## config.mk

```make
export PLATFORM = sky130hd
export DESIGN_NAME = idma_sync_256b_waddr_gen
export DESIGN_NICKNAME = d
export VERILOG_FILES = /design/src/rtl/idma_sync_256b_pkg.sv /design/src/rtl/idma_sync_256b_burst_calc.sv /design/src/rtl/idma_sync_256b_waddr_gen.sv
export SDC_FILE = /design/constraint.sdc
export NUM_CORES = 1
export LEC_CHECK = 0
export ABC_AREA = 1
export CELL_PAD_IN_SITES_DETAIL_PLACEMENT = 1
export CELL_PAD_IN_SITES_GLOBAL_PLACEMENT = 1
export CORE_AREA = 5 5 136 138
export DETAILED_ROUTE_END_ITERATION = 8
export DIE_AREA = 0 0 141 143
export GPL_TIMING_DRIVEN = 1
export HOLD_SLACK_MARGIN = 0.1
export PLACE_DENSITY = 0.93
export SLEW_MARGIN = 20
export SYNTH_ARGS = -nofsm -noshare
export SYNTH_HDL_FRONTEND = slang
export SYNTH_SLANG_ARGS = --single-unit
```

## constraint.sdc

```tcl
create_clock -name aclk -period 8.7 [get_ports aclk]
set_input_delay 2.61 -clock aclk [delete_from_list [all_inputs] [get_ports aclk]]
set_output_delay 2.61 -clock aclk [all_outputs]
set_load 0.02 [all_outputs]
```

## src/rtl/idma_sync_256b_pkg.sv

```systemverilog
// Shared constants and FSM type for the 256-bit sync iDMA address generators.
package idma_sync_256b_pkg;

  localparam int unsigned AXI_BEAT_BYTES = 32;
  localparam logic [2:0]  AXI_SIZE_256B  = 3'd5;
  localparam logic [1:0]  AXI_BURST_INCR = 2'b01;
  localparam int unsigned AXI_MAX_BURST  = 16;
  localparam int unsigned BEATS_PER_4K   = 128;

  typedef enum logic [1:0] {
    StIdle,
    StCalc,
    StIssue,
    StWaitResp
  } addr_gen_state_e;

endpackage

```

## src/rtl/idma_sync_256b_burst_calc.sv

```systemverilog
// Burst sizing: beats = min(16, remaining beats, beats left in the current 4 KB page).
module idma_sync_256b_burst_calc
  import idma_sync_256b_pkg::*;
#(
  parameter int unsigned RemW = 16
) (
  input  logic [6:0]      page_beat_i,
  input  logic [RemW-1:0] rem_beats_i,
  output logic [4:0]      beats_o,
  output logic [3:0]      awlen_o,
  output logic            last_o
);

  logic [7:0] to_4k;
  logic [4:0] lim;

  always_comb begin
    to_4k   = 8'(BEATS_PER_4K) - {1'b0, page_beat_i};
    lim     = (to_4k < 8'(AXI_MAX_BURST)) ? to_4k[4:0] : 5'(AXI_MAX_BURST);
    beats_o = (rem_beats_i < RemW'(lim)) ? rem_beats_i[4:0] : lim;
    awlen_o = 4'(beats_o - 5'd1);
    last_o  = (RemW'(beats_o) == rem_beats_i);
  end

endmodule

```

## src/rtl/idma_sync_256b_waddr_gen.sv

```systemverilog
// AXI AW generator: splits one write descriptor into 4 KB-safe INCR bursts and tracks B responses.
module idma_sync_256b_waddr_gen
  import idma_sync_256b_pkg::*;
#(
  parameter int unsigned AXI_IDW      = 4,
  parameter int unsigned AXI_ADDR_WID = 32,
  parameter int unsigned LEN_WID      = 20,
  parameter int unsigned MAX_OUTSTD   = 4
) (
  input  logic                    aclk,
  input  logic                    aresetn,
  input  logic                    wr_cfg_init,
  input  logic [AXI_ADDR_WID-1:0] cfg_addr,
  input  logic [LEN_WID-1:0]      cfg_len,
  output logic                    busy,
  output logic                    done,
  input  logic                    wlen_fifo_full_s,
  output logic [3:0]              wlen_fifo_data_s,
  output logic                    wlen_fifo_push,
  output logic                    axi_burst_waddr_ok,
  input  logic                    axi_burst_wdata_ok,
  output logic                    o_awvalid,
  output logic [AXI_ADDR_WID-1:0] o_awaddr,
  output logic [3:0]              o_awlen,
  output logic [2:0]              o_awsize,
  output logic [1:0]              o_awburst,
  output logic [AXI_IDW-1:0]      o_awid,
  input  logic                    i_awready,
  output logic [5:0]              strb_first_beat_num,
  output logic [5:0]              strb_last_beat_num,
  output logic                    dma_trans_first_burst,
  output logic                    dma_trans_last_burst
);

  localparam int unsigned RemW = LEN_WID - 4;
  localparam int unsigned OutW = $clog2(MAX_OUTSTD + 1);

  addr_gen_state_e state_q, state_d;

  logic [AXI_ADDR_WID-1:0] addr_q, addr_d;
  logic [RemW-1:0]         rem_q, rem_d;
  logic [4:0]              beats_q, beats_d;
  logic [3:0]              awlen_q, awlen_d;
  logic                    last_q, last_d;
  logic                    first_q, first_d;
  logic                    awv_hold_q, awv_hold_d;
  logic [OutW-1:0]         outstd_q, outstd_d;
  logic                    busy_q, busy_d;
  logic                    done_q, done_d;
  logic [5:0]              sfirst_q, sfirst_d;
  logic [5:0]              slast_q, slast_d;

  logic [4:0]         offs;
  logic [LEN_WID:0]   span;
  logic [RemW-1:0]    tot_beats;
  logic [5:0]         first_room;
  logic [5:0]         sfirst_calc;
  logic [5:0]         slast_calc;
  logic [RemW-1:0]    rem_after;
  logic [4:0]         calc_beats;
  logic [3:0]         calc_awlen;
  logic               calc_last;
  logic               aw_hs;

  idma_sync_256b_burst_calc #(
    .RemW (RemW)
  ) u_burst_calc (
    .page_beat_i (addr_q[11:5]),
    .rem_beats_i (rem_q),
    .beats_o     (calc_beats),
    .awlen_o     (calc_awlen),
    .last_o      (calc_last)
  );

  // Descriptor geometry, evaluated directly from the cfg inputs.
  always_comb begin
    offs        = cfg_addr[4:0];
    span        = (LEN_WID+1)'(cfg_len) + (LEN_WID+1)'(offs);
    tot_beats   = RemW'((span + (LEN_WID+1)'(31)) >> 5);
    first_room  = 6'd32 - {1'b0, offs};
    sfirst_calc = (cfg_len < LEN_WID'(first_room)) ? cfg_len[5:0] : first_room;
    slast_calc  = (tot_beats == RemW'(1)) ? sfirst_calc : {1'b0, 5'(span - 1'b1)} + 6'd1;
  end

  assign rem_after = rem_q - RemW'(beats_q);
  assign aw_hs     = o_awvalid & i_awready;

  always_ff @(posedge aclk or negedge aresetn) begin
    if (!aresetn) state_q <= StIdle;
    else          state_q <= state_d;
  end

  always_comb begin
    state_d = state_q;
    unique case (state_q)
      StIdle:     if (wr_cfg_init && (cfg_len != '0)) state_d = StCalc;
      StCalc:     state_d = StIssue;
      StIssue:    if (aw_hs) state_d = (rem_after != '0) ? StCalc : StWaitResp;
      StWaitResp: if (outstd_d == '0) state_d = StIdle;
      default:    state_d = StIdle;
    endcase
  end

  // A response with nothing outstanding is dropped; a response coinciding with an AW cancels it.
  always_comb begin
    outstd_d = outstd_q;
    if (aw_hs && !axi_burst_wdata_ok) begin
      outstd_d = outstd_q + 1'b1;
    end else if (!aw_hs && axi_burst_wdata_ok && (outstd_q != '0)) begin
      outstd_d = outstd_q - 1'b1;
    end
  end

  always_comb begin
    addr_d     = addr_q;
    rem_d      = rem_q;
    beats_d    = beats_q;
    awlen_d    = awlen_q;
    last_d     = last_q;
    first_d    = first_q;
    busy_d     = busy_q;
    done_d     = 1'b0;
    sfirst_d   = sfirst_q;
    slast_d    = slast_q;
    awv_hold_d = o_awvalid & ~i_awready;
    unique case (state_q)
      StIdle: begin
        if (wr_cfg_init) begin
          addr_d  = {cfg_addr[AXI_ADDR_WID-1:5], 5'b0};
          rem_d   = tot_beats;
          first_d = 1'b1;
          if (cfg_len == '0) begin
            done_d = 1'b1;
          end else begin
            busy_d   = 1'b1;
            sfirst_d = sfirst_calc;
            slast_d  = slast_calc;
          end
        end
      end
      StCalc: begin
        beats_d = calc_beats;
        awlen_d = calc_awlen;
        last_d  = calc_last;
      end
      StIssue: begin
        if (aw_hs) begin
          addr_d  = addr_q + (AXI_ADDR_WID'(beats_q) << 5);
          rem_d   = rem_after;
          first_d = 1'b0;
        end
      end
      StWaitResp: begin
        if (outstd_d == '0) begin
          done_d = 1'b1;
          busy_d = 1'b0;
        end
      end
      default: ;
    endcase
  end

  always_ff @(posedge aclk or negedge aresetn) begin
    if (!aresetn) begin
      addr_q     <= '0;
      rem_q      <= '0;
      beats_q    <= '0;
      awlen_q    <= '0;
      last_q     <= 1'b0;
      first_q    <= 1'b0;
      awv_hold_q <= 1'b0;
      outstd_q   <= '0;
      busy_q     <= 1'b0;
      done_q     <= 1'b0;
      sfirst_q   <= '0;
      slast_q    <= '0;
    end else begin
      addr_q     <= addr_d;
      rem_q      <= rem_d;
      beats_q    <= beats_d;
      awlen_q    <= awlen_d;
      last_q     <= last_d;
      first_q    <= first_d;
      awv_hold_q <= awv_hold_d;
      outstd_q   <= outstd_d;
      busy_q     <= busy_d;
      done_q     <= done_d;
      sfirst_q   <= sfirst_d;
      slast_q    <= slast_d;
    end
  end

  // Once raised, AWVALID is held by awv_hold_q regardless of FIFO/outstanding gating.
  always_comb begin
    o_awvalid             = (state_q == StIssue) &&
                            (awv_hold_q || (!wlen_fifo_full_s && (outstd_q < OutW'(MAX_OUTSTD))));
    o_awaddr              = addr_q;
    o_awlen               = awlen_q;
    o_awsize              = AXI_SIZE_256B;
    o_awburst             = AXI_BURST_INCR;
    o_awid                = '0;
    wlen_fifo_push        = aw_hs;
    axi_burst_waddr_ok    = aw_hs;
    wlen_fifo_data_s      = awlen_q;
    busy                  = busy_q;
    done                  = done_q;
    strb_first_beat_num   = sfirst_q;
    strb_last_beat_num    = slast_q;
    dma_trans_first_burst = first_q & (state_q == StIssue);
    dma_trans_last_burst  = last_q & (state_q == StIssue);
  end

endmodule

```

==> key figures, run 1 <==
Detailed routing
  – Drt first pass iters: 5
  – Total wire length: ~24 mm
  – DRT antenna net count: 0
  – Drt first-iter violations: 400
  – WL/cell: 17.2 um
  – Drt drc: 0
  – DR vias/cell: around 5.4
  – Via count: approximately 7.5k

Finish
  – Fin cells: ~1.4k
  – FF/Latch Area: 1850 um^2
  – Final #Nets: approximately 1.2k
  – Diode count: 0
  – Final Cell Area: around 8400 um^2
  – Area grow syn2layout: 22.4%
  – Share of layout cells above drive strength 1: 0.0733
  – Filler Cells Inserted: 2288
  – Multi-input gate area: 4320 um^2
  – Utilization after layout: 0.493

Place
  – Placed cell area: a little over 8000 um^2
  – Routability cong.: 0.913
  – Placed cell count: roughly 1.4k
  – Dpl hpwl: 17.3 mm
  – Port buffer count: 111

Flow run
  – Max-cap viol count: 0

Synthesis
  – Share of the synthesized area in the top cell type: 0.269
  – Yosys warnings: 0
  – Netlist Area Pre-Place: 6870 um^2
  – EDFF count, synth: 0
  – Synth top cells by count: nand2_1, inv_1, nand3_1, nor2_1, dfrtp_1
  – Post-synth top area cell: dfrtp_1
  – Ys async rst share: 1.00
  – Ys flop type: dfrtp_1
  – Post-synthesis cell type count: 46
  – Synthesized flop and latch total: 74
  – Mapped Cells: between 1k and 1.5k
  – Syn Area/Cell: about 6.6 um^2
  – Area contributors post-synth: dfrtp_1, nand2_1, nand3_1
  – Sequential share of the synthesized area: 0.269
  – Most common cell in the netlist: nand2_1

STA
  – Worst slew margin: 0.388
  – Tcrit/Tclk final: 0.770
  – Final Slew Violations: 0
  – Final Hold Vio Count: 0
  – Minimum clock period: about 6700 ps
  – Final setup fails: 0
  – Worst-Margin Slew: ~900 ps
  – Fmax: ~150 MHz
  – RSZ-0062 raised after global routing: no
  – Setup TNS: 0 ps
  – Layout Skew: about 12 ps

Pwr
  – Leak: around 4 nW
  – VDD IR max: about 130 uV
  – PD cells: between 300 and 400 nW/um^2

Floorplanning
  – I/O Pins: about 130
  – Die Y: between 100 and 150 um
  – Initial Utilization: 0.403
  – Core ar.: ~17000 um^2
  – Die area: about 20000 um^2
  – Row cnt: 48
  – DIE WIDTH: approximately 140 um

Clock network
  – Cts repair resizes: 0
  – Later-pin clock latency in the skew report: approximately 350 ps
  – CTS tree: yes
  – CTS Sinks: 74
  – Postcts setup bufs: 0
  – CTS root buffer: clkbuf_16
  – Total CTS buffers: 9
  – CTS clock-pin slew for the worst setup and hold paths: ~60 ps
  – Hold-fix buffers, CTS: 0
  – Clk buf depth: 2
  – CTS HTree Levels: 3

Setup path
  – Critical path type: in -> out
  – Critical path buffers and inverters: 4
  – Max incr delay on CP: 550 ps
  – Critical Path Start Type: input port
  – FF-to-FF End: beats_q[3]
  – Reg2Reg Setup Slack: around 5000 ps
  – Worst path top cell family by delay: buffers and inverters
  – R2r startpoint: o_awaddr[6]
  – Required @ worst endpoint: 6090 ps
  – Crit-path cells: clkdlybuf4s50_1, nor2_1, o21ai_1, inv_1, nand2_1, inv_1, clkdlybuf4s50_1
  – R2R cell count: 17
  – Crit Path Max Fanout: 4
  – CP max stage cell: clkdlybuf4s50_1
  – CP Depth: 7
  – Worst Path Arrival: between 4000 and 5000 ps
  – CP Capture Type: output port

Global routing
  – Total GRT Usage: 0.234
  – First-pass GRT wire length: 39.0 mm
  – Antenna violations before repair: 0
  – Vias in the first global route: 7971
  – Largest net degree at the start of global routing: 75
  – Total gr overflow: 0

Worst hold path
  – WHS Endpoint: last_q
  – Worst Hold Class: reg -> reg
  – Min-delay src: last_q
  – Worst Hold Path Cells: 2

Status
  – Status: finished, final reports clean
## flip-flops by register name, indices dropped and copies added (netlist names), 2 cells and up
signal               flops
o_awaddr                27
rem_q                   16
strb_first_beat_num      6
strb_last_beat_num       6
beats_q                  5
o_awlen                  4
outstd_q                 3
state_q                  2
## layer usage
metal | share of wire | track usage | wire (um)
met5 | 0 | 0 | 0
met4 | 0.033 | 0.0969 | 782
met3 | 0.042 | 0.0358 | 996
met2 | 0.51 | 0.432 | 12100
met1 | 0.41 | 0.270 | 9750
## cell families (layout without fill, tap and decap cells)
group,count (synthesis),count (layout),synth area share
fa+ha+maj,40,40,0.0761
compound gates,145,145,0.128
xor+xnor,24,24,0.0306
buf+inv,177,268,0.108
other cells,2,14,0.00109
simple gates,581,581,0.386
flops,74,74,0.269
## cell usage in the layout, fill, tap and decap left out, types with 20 or more instances in the layout
cell type        count
clkdlybuf4s50_1    110
inv_1              128
nand4_1             20
ha_1                37
nand3_1            102
nand2_1            283
a21oi_1             28
o21ai_0             57
dfrtp_1             74
nor2_1              90
## worst max-delay path by stage
stage,startpoint,slack (ps),to
floorplan,wlen_fifo_full_s,2710,wlen_fifo_push
detailed placement,wlen_fifo_full_s,1990,axi_burst_waddr_ok
global route,wlen_fifo_full_s,1900,axi_burst_waddr_ok
CTS,wlen_fifo_full_s,1990,axi_burst_waddr_ok
finish,wlen_fifo_full_s,2000,axi_burst_waddr_ok
global placement,wlen_fifo_full_s,2080,axi_burst_waddr_ok
## worst reg2reg max path: cells and delay by family, from the launching register on
family                     cells  cell delay (ps)
and+or+nand+nor                8             1350
AOI/OAI and AO/OA              4             1090
adders and majority gates      2              520
buffers and inverters          3              420
DFF                            1              400
## layout make-up
cell class / instances / area share
inverters: 138 / 0.0616
multi-input cells: 804 / 0.514
repair buffers: 114 / 0.135
well taps: 225 / 0.0335
flip-flops and latches: 74 / 0.220
clock inverters: 7 / 0.00922
clock buffers: 9 / 0.0268
## per-stage QoR
| step | worst slack (ps) | power (mW) | hold slack (ps) |
|---|---|---|---|
| after CTS | 1990 | 2.75 | 487 |
| after global routing | 1900 | 2.95 | 506 |
| after floorplan | 2710 | 1.72 | 449 |
| after detailed placement | 1990 | 2.29 | 471 |
| final | 2000 | 2.75 | 491 |
| after global placement | 2080 | 2.20 | 464 |
## power by group
part | switching (mW) | internal, mW | total, mW
Sequential | 0.177 | 0.509 | 0.686
Combinational | 1.05 | 0.625 | 1.67
Clock | 0.167 | 0.224 | 0.391
Power figures use the tool's default switching activity.
==> run 2, diff against run 1 <==
CORE_AREA = 5 5 141 143   (was 5 5 136 138)
DIE_AREA = 0 0 146 148   (was 0 0 141 143)
PLACE_DENSITY = 0.87   (was 0.93)
clock period = 6.7 ns   (was 8.7 ns; I/O delays follow)
==> key figures, run 2 (synthesis results as in run 1) <==
Detailed routing
  – Via count: 7248
  – Drt drc: 0
  – WL/cell: 15.8 um
  – Drt first pass iters: 5
  – DR vias/cell: ~5.2
  – Drt first-iter violations: 273
  – DRT antenna net count: 0
  – Total wire length: about 22 mm

Pwr
  – VDD IR max: 183 uV
  – Total power: between 3 and 4 mW
  – PD cells: between 400 and 500 nW/um^2
  – Leak: about 4.0 nW

Setup path
  – Worst path top cell family by delay: buffers and inverters
  – Max incr delay on CP: between 500 and 600 ps
  – Critical path type: in -> out
  – Crit Path Max Fanout: 4
  – Crit-path cells: clkdlybuf4s50_1, nor2_1, o21ai_1, inv_1, nand2_1, inv_1, clkdlybuf4s50_1
  – Critical path buffers and inverters: 4
  – Worst Path Arrival: about 3500 ps
  – CP max stage cell: clkdlybuf4s50_1
  – CP Capture Type: output port
  – Critical Path Start Type: input port
  – Required @ worst endpoint: roughly 4700 ps

STA
  – RSZ-0062 raised after global routing: no
  – Fmax: around 180 MHz
  – Setup TNS: 0 ps
  – Layout Skew: approximately 11 ps
  – Worst-Margin Slew: just over 600 ps
  – Worst slew margin: 0.585
  – Final Hold Vio Count: 0
  – Final Slew Violations: 0
  – Final setup fails: 0
  – Minimum clock period: around 5500 ps
  – Tcrit/Tclk final: 0.815

Finish
  – Commonest non-fill, non-tap cell in the layout: nand2_1
  – Area grow syn2layout: 22.8%
  – Final #Nets: between 1k and 1.5k
  – Multi-input gate area: between 4000 and 5000 um^2
  – Max reg flops: 27
  – Commonest non-fill, non-tap cells in the layout: nand2_1, inv_1, clkdlybuf4s50_1
  – Share of layout cells above drive strength 1: 0.0749
  – Diode count: 0
  – FF/Latch Area: around 1900 um^2
  – Filler Cells Inserted: 2416

Clock network
  – CTS clock-pin slew for the worst setup and hold paths: around 60 ps
  – Total CTS buffers: 9
  – CTS tree: yes
  – CTS root buffer: clkbuf_16
  – CTS Sinks: 74
  – CTS HTree Levels: 3
  – Hold-fix buffers, CTS: 0
  – Cts repair resizes: 0
  – Later-pin clock latency in the skew report: around 350 ps
  – Postcts setup bufs: 0
  – Clk buf depth: 2

Place
  – Dpl hpwl: roughly 17 mm
  – Routability cong.: roughly 0.85
  – Port buffer count: roughly 110

Global routing
  – First-pass GRT wire length: roughly 36 mm
  – Total GRT Usage: 0.201
  – Vias in the first global route: roughly 7.5k
  – Total gr overflow: 0
  – Antenna violations before repair: 0
  – Largest net degree at the start of global routing: 75

Floorplanning
  – Core ar.: around 18000 um^2
  – Row cnt: 50
  – I/O Pins: around 130
  – Die area: ~22000 um^2
  – DIE WIDTH: about 150 um
  – Initial Utilization: 0.372
  – Die Y: ~150 um

Flow run
  – Max-cap viol count: 0

Worst hold path
  – Worst Hold Class: reg -> reg

Status
  – Status: finished, final reports clean
-- run 2: cell type report --
cell class              instances  share of cell area
inverters                     138              0.0614
clock buffers                  11              0.0299
well taps                     234              0.0347
clock inverters                 5             0.00459
repair buffers                116               0.138
flip-flops and latches         74               0.219
multi-input cells             804               0.512
-- run 2: tightest hold or removal path: stages, from the launching register on --
cell	delay, ps
dfrtp_1	340
nand2_1	50
nand2_1	50
-- run 2: worst paths after layout --
path,end,depth (start not counted),slack [ps],startpoint
worst min register to register,strb_last_beat_num[2],2,480,strb_last_beat_num[2]
max in group asynchronous,state_q[0],2,4550,aresetn
worst max-delay path,wlen_fifo_push,7,1240,wlen_fifo_full_s
min in group asynchronous,o_awaddr[18],1,1550,aresetn
worst max register to register,o_awlen[2],22,3090,o_awaddr[6]
worst min-delay path,strb_last_beat_num[2],2,480,strb_last_beat_num[2]
-- run 2: stage by stage --
step | instance area, um^2 | cells | hold slack, ps | utilization | worst slack, ps
floorplan | 6920 | 1055 | 449 | - | 1910
CTS | 8410 | 1381 | 490 | 0.456 | 1230
finish | 8440 | 1382 | 481 | 0.457 | 1240
detailed placement | 8120 | 1365 | 473 | 0.440 | 1220
global route | 8440 | 1382 | 506 | 0.457 | 1150
global placement | 8120 | 1365 | 462 | 0.440 | 1270
-- run 2: where the power goes --
part | leakage (nW) | internal, mW | switching, mW
combinational | 2.96 | 0.812 | 1.28
sequential | 0.916 | 0.661 | 0.221
clock | 0.130 | 0.272 | 0.207
-- run 2: metal layers --
| layer | vias to the layer above | GRT usage | wire (um) |
|---|---|---|---|
| met5 | - | 0 | 0 |
| met2 | 142 | 0.370 | 11100 |
| met3 | 25 | 0.0202 | 633 |
| li1 | 3599 | - | - |
| met4 | 0 | 0.0630 | 375 |
| met1 | 3482 | 0.248 | 9730 |
